==> src/rtl/blood_bank_dispenser.sv <==
// Blood-bank dispenser: searches per-type stock for a donor compatible with the
// requested recipient type, reserves one unit, and reports the granted donor code.
module blood_bank_dispenser #(
  parameter int unsigned CNT_W = 8
) (
  input  logic             clk,
  input  logic             rst,
  input  logic             add_valid,
  input  logic [2:0]       add_type,
  output logic             add_overflow,
  input  logic             req_valid,
  input  logic [2:0]       req_type,
  output logic             req_ready,
  output logic             resp_valid,
  output logic             resp_granted,
  output logic [2:0]       resp_type,
  input  logic [2:0]       rd_type,
  output logic [CNT_W-1:0] rd_count
);

  localparam int unsigned NUM_TYPES = 8;
  localparam logic [CNT_W-1:0] CNT_MAX = '1;

  typedef enum logic [1:0] {IDLE, SCAN, RESP} state_t;

  state_t stateQ, stateD;
  logic [2:0] recipQ, recipD;
  logic [2:0] cursorQ, cursorD;
  logic grantQ, grantD;
  logic [2:0] respTypeQ, respTypeD;
  logic readyQ, respValidQ, overflowQ;
  logic [CNT_W-1:0] countQ [NUM_TYPES];

  logic compat;
  logic hit;
  logic [NUM_TYPES-1:0] addSel, decSel, atMax;

  // A donor may only carry antigens the recipient also has.
  assign compat = ((cursorQ & ~recipQ) == 3'b000);

  // Next-state and search control.
  always_comb begin
    stateD    = stateQ;
    recipD    = recipQ;
    cursorD   = cursorQ;
    grantD    = grantQ;
    respTypeD = respTypeQ;
    hit       = 1'b0;
    case (stateQ)
      IDLE: begin
        if (req_valid) begin
          recipD  = req_type;
          cursorD = req_type;
          stateD  = SCAN;
        end
      end
      SCAN: begin
        if (compat && (countQ[cursorQ] != '0)) begin
          hit       = 1'b1;
          grantD    = 1'b1;
          respTypeD = cursorQ;
          stateD    = RESP;
        end else if (cursorQ == 3'b000) begin
          grantD    = 1'b0;
          respTypeD = 3'b000;
          stateD    = RESP;
        end else begin
          cursorD = cursorQ - 3'd1;
        end
      end
      RESP:    stateD = IDLE;
      default: stateD = IDLE;
    endcase
  end

  // Per-type add/decrement selects; a simultaneous add and reserve cancel out.
  always_comb begin
    addSel = '0;
    decSel = '0;
    atMax  = '0;
    for (int i = 0; i < NUM_TYPES; i++) begin
      addSel[i] = add_valid && (add_type == 3'(i));
      decSel[i] = hit && (cursorQ == 3'(i));
      atMax[i]  = (countQ[i] == CNT_MAX);
    end
  end

  // FSM state and response registers.
  always_ff @(posedge clk) begin
    if (rst) begin
      stateQ     <= IDLE;
      recipQ     <= 3'b000;
      cursorQ    <= 3'b000;
      grantQ     <= 1'b0;
      respTypeQ  <= 3'b000;
      readyQ     <= 1'b1;
      respValidQ <= 1'b0;
    end else begin
      stateQ     <= stateD;
      recipQ     <= recipD;
      cursorQ    <= cursorD;
      grantQ     <= grantD;
      respTypeQ  <= respTypeD;
      readyQ     <= (stateD == IDLE);
      respValidQ <= (stateD == RESP);
    end
  end

  // Stock counters, saturating on add.
  always_ff @(posedge clk) begin
    if (rst) begin
      for (int i = 0; i < NUM_TYPES; i++) countQ[i] <= '0;
      overflowQ <= 1'b0;
    end else begin
      for (int i = 0; i < NUM_TYPES; i++) begin
        if (addSel[i] && !decSel[i] && !atMax[i]) begin
          countQ[i] <= countQ[i] + CNT_W'(1);
        end else if (decSel[i] && !addSel[i]) begin
          countQ[i] <= countQ[i] - CNT_W'(1);
        end
      end
      overflowQ <= |(addSel & ~decSel & atMax);
    end
  end

  assign req_ready    = readyQ;
  assign resp_valid   = respValidQ;
  assign resp_granted = grantQ;
  assign resp_type    = respTypeQ;
  assign add_overflow = overflowQ;
  assign rd_count     = countQ[rd_type];

endmodule

==> config.mk <==
export PLATFORM = sky130hd
export DESIGN_NAME = blood_bank_dispenser
export DESIGN_NICKNAME = d
export VERILOG_FILES = /design/src/rtl/blood_bank_dispenser.sv
export SDC_FILE = /design/constraint.sdc
export NUM_CORES = 1
export LEC_CHECK = 0
export BUFFER_PORTS_ARGS = -buffer_cell sky130_fd_sc_hd__buf_2
export CAP_MARGIN = 20
export CELL_PAD_IN_SITES_DETAIL_PLACEMENT = 2
export CELL_PAD_IN_SITES_GLOBAL_PLACEMENT = 2
export CORE_AREA = 2 2 162 164
export CTS_CLUSTER_SIZE = 14
export DETAILED_ROUTE_END_ITERATION = 6
export DIE_AREA = 0 0 164 166
export HOLD_SLACK_MARGIN = 0.05
export PLACE_DENSITY_LB_ADDON = 0.1
export SETUP_SLACK_MARGIN = 0.05
export SYNTH_ARGS = -nofsm -noshare
export SYNTH_HDL_FRONTEND = slang
export SYNTH_SLANG_ARGS = --single-unit
==> constraint.sdc <==
create_clock -name clk -period 6.2 [get_ports clk]
set_input_delay 0.93 -clock clk [delete_from_list [all_inputs] [get_ports clk]]
set_output_delay 0.93 -clock clk [all_outputs]
set_load 0.05 [all_outputs]
# After elaboration in Yosys (flattened, before gate mapping)
# Memories as Yosys holds them, arrays and structs flattened. A register that Yosys moved wholly into a read port is not among the register bits.
# Cells that the tools add are included.
[classes] n_addsub=17 eq_ne=27 mux=90 bitwise_logic=21 reduce_logical=77
[ops] operator="$mux W8" count=16
[ops] operator="$add A8 B1 Y8 const B" count=8
[ops] operator="$eq A8 B8 Y1 const B" count=8
[ops] operator="$sub A8 B1 Y8 const B" count=8
[ops] operator="$mux W1" count=62
[ops] operator="$logic_and A1 B1 Y1" count=41
[ops] operator="$eq A3 B3 Y1 const B" count=8
[ops] operator="$logic_not A1 Y1" count=24
[ops] operator="$mux W3" count=7
[ops] operator="$and A8 B8 Y8" count=2
[ops] operator="$or A1 B1 Y1" count=16
[ops] operator="$eq A3 B2 Y1 const B" count=4
[ops] operator="$logic_not A3 Y1" count=3
[ops] operator="$not A8 Y8" count=1
[ops] operator="$reduce_bool A8 Y1" count=1
[ops] operator="$reduce_or A8 Y1" count=1
[ops] operator="$eq A3 B1 Y1 const B" count=2
[ops] operator="$mux W2" count=3
[ops] operator="$ne A2 B2 Y1 const B" count=3
[ops] operator="$pmux W3 S2" count=1
[ops] operator="$logic_not A2 Y1" count=2
[ops] operator="$pmux W2 S2" count=1
[ops] operator="$reduce_and A2 Y1" count=2
[ops] operator="$reduce_and A4 Y1" count=1
[ops] operator="other kinds (6)" count=7
[totals] reg_bits=15 ramBits=64 input_bits=13 output_inout_bits=15 wordCells=241 memories=1
[memory_table] name="countQ" words=8 width=8 rd=10 rd_clocked_by_memory_dff=1 write_ports=8 line_no="32" rtl="logic [CNT_W-1:0] countQ [NUM_TYPES];"

# Longest topological paths before layout
[depth] depth_word=15 ltp_mapped=17

# Worst setup path after synthesis
# No wires, ideal clock.
[synth_timing] kind="input to output" from="input port rd_type[0]" to="output port rd_count[0]" arrival_ns=3.271 required_time_ns=5.270 slack_ns=1.999 stages=4 n_path_buf=2 cell_sequence="clkbuf_1 -> buf_2 -> mux4_2 -> o21ai_0"
[synth_via] elab_chain_cells=1
[synth_lines] element="start, declared" line_no="17" rtl="input logic [2:0] rd_type,"
[synth_lines] element="$mem_v2 Z8 W8"
[synth_lines] element="end, declared" line_no="18" rtl="output logic [CNT_W-1:0] rd_count"
# No other way between the ends.

==> key figures <==
Final layout
  • Fillers: 2855
  • Relative area change from synthesis to final layout: 12.3%
  • Finished Layout Cells: ~1000
  • Final instance area: between 7000 and 8000 µm²
  • Register Area: around 2300 µm²
  • Ratio of cells with drive above 1 in the final layout: 0.118
  • Net count of the finished layout: 741
  • Area occupied by multi-input gates: ~3800 µm²
  • Count of antenna diodes in the layout: 0

Worst hold path
  • Hold Crit Class: reg2reg

Route
  • Routed len/inst: around 21 µm
  • Post-DR vias/cell: approximately 5
  • Total vias in the final route: 5193
  • DRC violations left: 0
  • Iteration-0 DRC count of the detailed router: approximately 190
  • Detailed-router iteration count before antenna repair: 5
  • Routed WL: between 20 and 25 mm
  • Remaining antenna violation count: 0

Worst setup path
  • Data arrival time of the critical path: between 4 and 5 ns
  • Startpoint Class: flop
  • Setup crit end kind: flop
  • Largest fanout on the critical path: 16
  • R2r setup slk: approximately 1.8 ns
  • Crit Path Category: reg2reg
  • Required time of the worst setup path: approximately 6.4 ns

Clock network
  • Num Clock Sinks: approximately 80
  • Cts repair resizes: 0
  • Clock buffer count from CTS: 9
  • Clock tree from TritonCTS: yes
  • Clock latency at the later pin of the worst-skew pair: between 0.3 and 0.4 ns
  • Post-CTS Hold Buffers: 0
  • Clock H-tree levels: 3
  • Clock slew seen by the registers of the worst setup and hold paths: ~0.06 ns
  • Cell chosen for the clock root: sky130_fd_sc_hd__clkbuf_16
  • Max Root-Sink Buffers: 2
  • Post-CTS setup repair buffer count: 0

Yosys
  • Gate Count Post-Synth: 653
  • Mean area per synthesized cell: roughly 9.6 µm²
  • Share of the synthesized area in the top cell type: 0.306
  • Fraction of registers with async set or reset after synthesis: 0
  • Synth top cells by count: 84 x sky130_fd_sc_hd__nor2_1, 64 x sky130_fd_sc_hd__edfxtp_1, 49 x sky130_fd_sc_hd__a21oi_1, 49 x sky130_fd_sc_hd__ha_1, 39 x sky130_fd_sc_hd__inv_1
  • Synth area leader: sky130_fd_sc_hd__edfxtp_1
  • Most frequent cell after synthesis: sky130_fd_sc_hd__nor2_1
  • Synth Register Bits: 82
  • Sequential area share after synthesis: 0.363
  • Main synth FF type: sky130_fd_sc_hd__edfxtp_1
  • Number of flops mapped to enable cells by yosys: 64
  • Library cells used by synthesis: 59
  • Yosys warnings: 0
  • Cell area after technology mapping: approximately 6300 µm²
  • Syn_nets: between 700 and 800
  • Cell types occupying the most area after synthesis: sky130_fd_sc_hd__edfxtp_1 31%, sky130_fd_sc_hd__ha_1 9.7%, sky130_fd_sc_hd__dfxtp_1 5.7%, sky130_fd_sc_hd__mux4_2 5.7%, sky130_fd_sc_hd__nor2_1 5.0%

Timing
  • Slew at the pin closest to its max-slew limit: roughly 0.79 ns
  • Worst-case headroom to the max-slew limit: 0.470
  • Portion of the clock cycle consumed by the worst path in the final layout: 0.702
  • Skew final: 0.0193 ns
  • Fin Setup TNS: 0 ns
  • Maximum clock rate: 230 MHz
  • Hold Fails Final Rpt: 0
  • Final critical-path required period: about 4.4 ns
  • Final Worst Setup Slack: about 1.8 ns
  • Setup violations, final: 0
  • Pins Over Slew Limit: 0
  • RSZ-0062 raised after global routing: false

Power and ir drop
  • Net switching power figure: 0.546 mW
  • Ratio of total power to cell area: about 230 nW/µm²
  • VDD IR-drop max: approximately 0.000093 V
  • Portion of total power attributed to the clock network: 0.348
  • Internal power: 1.10 mW
  • Sequential share of power: 0.438
  • Share of power burned in combinational logic: 0.215
  • Leakage power of the design: around 2.9 nW
  • Proportion of total power due to net switching: 0.331

Placement
  • Placement-stage worst setup slack: roughly 1.9 ns
  • Count of input and output buffers: 27
  • Final estimated routing congestion in global placement: just under 0.8
  • Post-placement cell count: about 1000
  • Placed instance area: between 6000 and 7000 µm²
  • Post-DP HPWL: approximately 17 mm

Job
  • Number of max-cap violations: 0

Floorplan
  • Site row count: 59
  • # IOs: 28
  • Area inside the core boundary: 25600 µm²
  • Y dimension of the die: about 170 µm
  • Initial standard-cell utilization of the core: 0.245
  • DIE AREA: 27200 µm²
  • Horizontal die dimension: about 160 µm

GRT
  • Total global routing overflow: 0
  • Pin count of the biggest net entering global routing: 36
  • Number of global-route vias before repair: ~5600
  • All-Layer GR Usage: 0.161
  • Number of antenna violations at the first check in global routing: 0
  • Global-route wire length before repair: 33.2 mm

Status
  • Outcome: complete, no violations
## path summary, 6_finish.rpt
check,endpoint,cells after the start,start
min,resp_granted$_SDFFE_PP0P_,1,resp_granted$_SDFFE_PP0P_
min reg2reg,resp_granted$_SDFFE_PP0P_,1,resp_granted$_SDFFE_PP0P_
max reg2reg,countQ[2][7]$_SDFFCE_PN0P_,13,cursorQ[2]$_SDFFE_PP0P_
max,countQ[2][7]$_SDFFCE_PN0P_,13,cursorQ[2]$_SDFFE_PP0P_
## area by class of cell
class / instances / area share
multi-input combinational: 511 / 0.533
sequential: 82 / 0.323
tap: 335 / 0.0593
clock buffer: 15 / 0.0425
inverter: 40 / 0.0213
timing repair buffer: 28 / 0.0202
clock inverter: 1 / 0.000709
## critical path, stage by stage (launching register included)
cell and delay (ns):
sky130_fd_sc_hd__dfxtp_1 0.48, sky130_fd_sc_hd__a222oi_1 0.56, sky130_fd_sc_hd__and2_1 0.27, sky130_fd_sc_hd__o21a_1 0.45
sky130_fd_sc_hd__nand2_1 0.18, sky130_fd_sc_hd__inv_1 0.32, sky130_fd_sc_hd__ha_1 0.30, sky130_fd_sc_hd__a21o_1 0.19
sky130_fd_sc_hd__a21oi_1 0.22, sky130_fd_sc_hd__o21bai_1 0.11, sky130_fd_sc_hd__a2111o_1 0.44, sky130_fd_sc_hd__and3_1 0.19
sky130_fd_sc_hd__or3_1 0.34, sky130_fd_sc_hd__a21oi_1 0.14
## cell usage in the layout (no fill, tap or decap), types with 11 or more instances in the layout
master / synthesis / layout
sky130_fd_sc_hd__nor3_1: 22 / 22
sky130_fd_sc_hd__edfxtp_1: 64 / 64
sky130_fd_sc_hd__o21ai_0: 27 / 27
sky130_fd_sc_hd__nor4_1: 11 / 11
sky130_fd_sc_hd__nand2_1: 25 / 25
sky130_fd_sc_hd__nor2b_1: 19 / 19
sky130_fd_sc_hd__dfxtp_1: 18 / 18
sky130_fd_sc_hd__clkbuf_16: 0 / 11
sky130_fd_sc_hd__xor2_1: 19 / 19
sky130_fd_sc_hd__inv_1: 39 / 39
sky130_fd_sc_hd__buf_2: 2 / 27
sky130_fd_sc_hd__mux4_2: 16 / 16
sky130_fd_sc_hd__or3_1: 12 / 12
sky130_fd_sc_hd__ha_1: 49 / 49
sky130_fd_sc_hd__nand2b_1: 17 / 17
sky130_fd_sc_hd__a21o_1: 17 / 17
sky130_fd_sc_hd__a21oi_1: 49 / 49
sky130_fd_sc_hd__xnor2_1: 15 / 15
sky130_fd_sc_hd__nor2_1: 84 / 84
sky130_fd_sc_hd__nand4_1: 20 / 20
## registers in the layout (all words and copies together) (netlist names), named ones only
signal	cells
countQ	64
cursorQ	3
recipQ	3
resp_type	3
stateQ	2
add_overflow	1
req_ready	1
resp_granted	1
resp_valid	1
## power groups by stage
stage          clock [mW]  sequential (mW)  combinational [mW]
3_5_place_dp            0            0.735               0.356
3_3_place_gp            0            0.732               0.347
6_report            0.574            0.722               0.354
5_1_grt             0.618            0.732               0.392
4_1_cts             0.596            0.723               0.360
2_1_floorplan           0            0.703               0.262
## cells by family (layout without fill, tap and decap cells)
group	count (synthesis)	after routing	share of synthesized area
buffers and inverters	60	84	0.0386
flip-flops	82	82	0.363
AND/OR/NAND/NOR	245	245	0.201
AO/OA/AOI/OAI	148	148	0.153
XOR/XNOR	34	34	0.0474
adder cells (fa/ha/maj)	56	56	0.120
multiplexers	28	28	0.0776
## metrics by stage
step	hold WS [ns]	total power [mW]	util
after floorplan	0.502	0.965	-
after global placement	0.444	1.08	0.264
after detailed placement	0.444	1.09	0.264
after CTS	0.462	1.68	0.276
after global routing	0.494	1.74	0.276
final	0.463	1.65	0.276
## routing by layer
layer	routed length, µm	global-route usage	vias to the layer above	share of wire
met2	9560	0.249	82	0.45
li1	-	-	2457	-
met1	10500	0.232	2637	0.50
met4	328	0.0503	0	0.016
met3	705	0.0205	17	0.033
met5	0	0	-	0
Note: power is estimated with default switching activity, not from simulation.
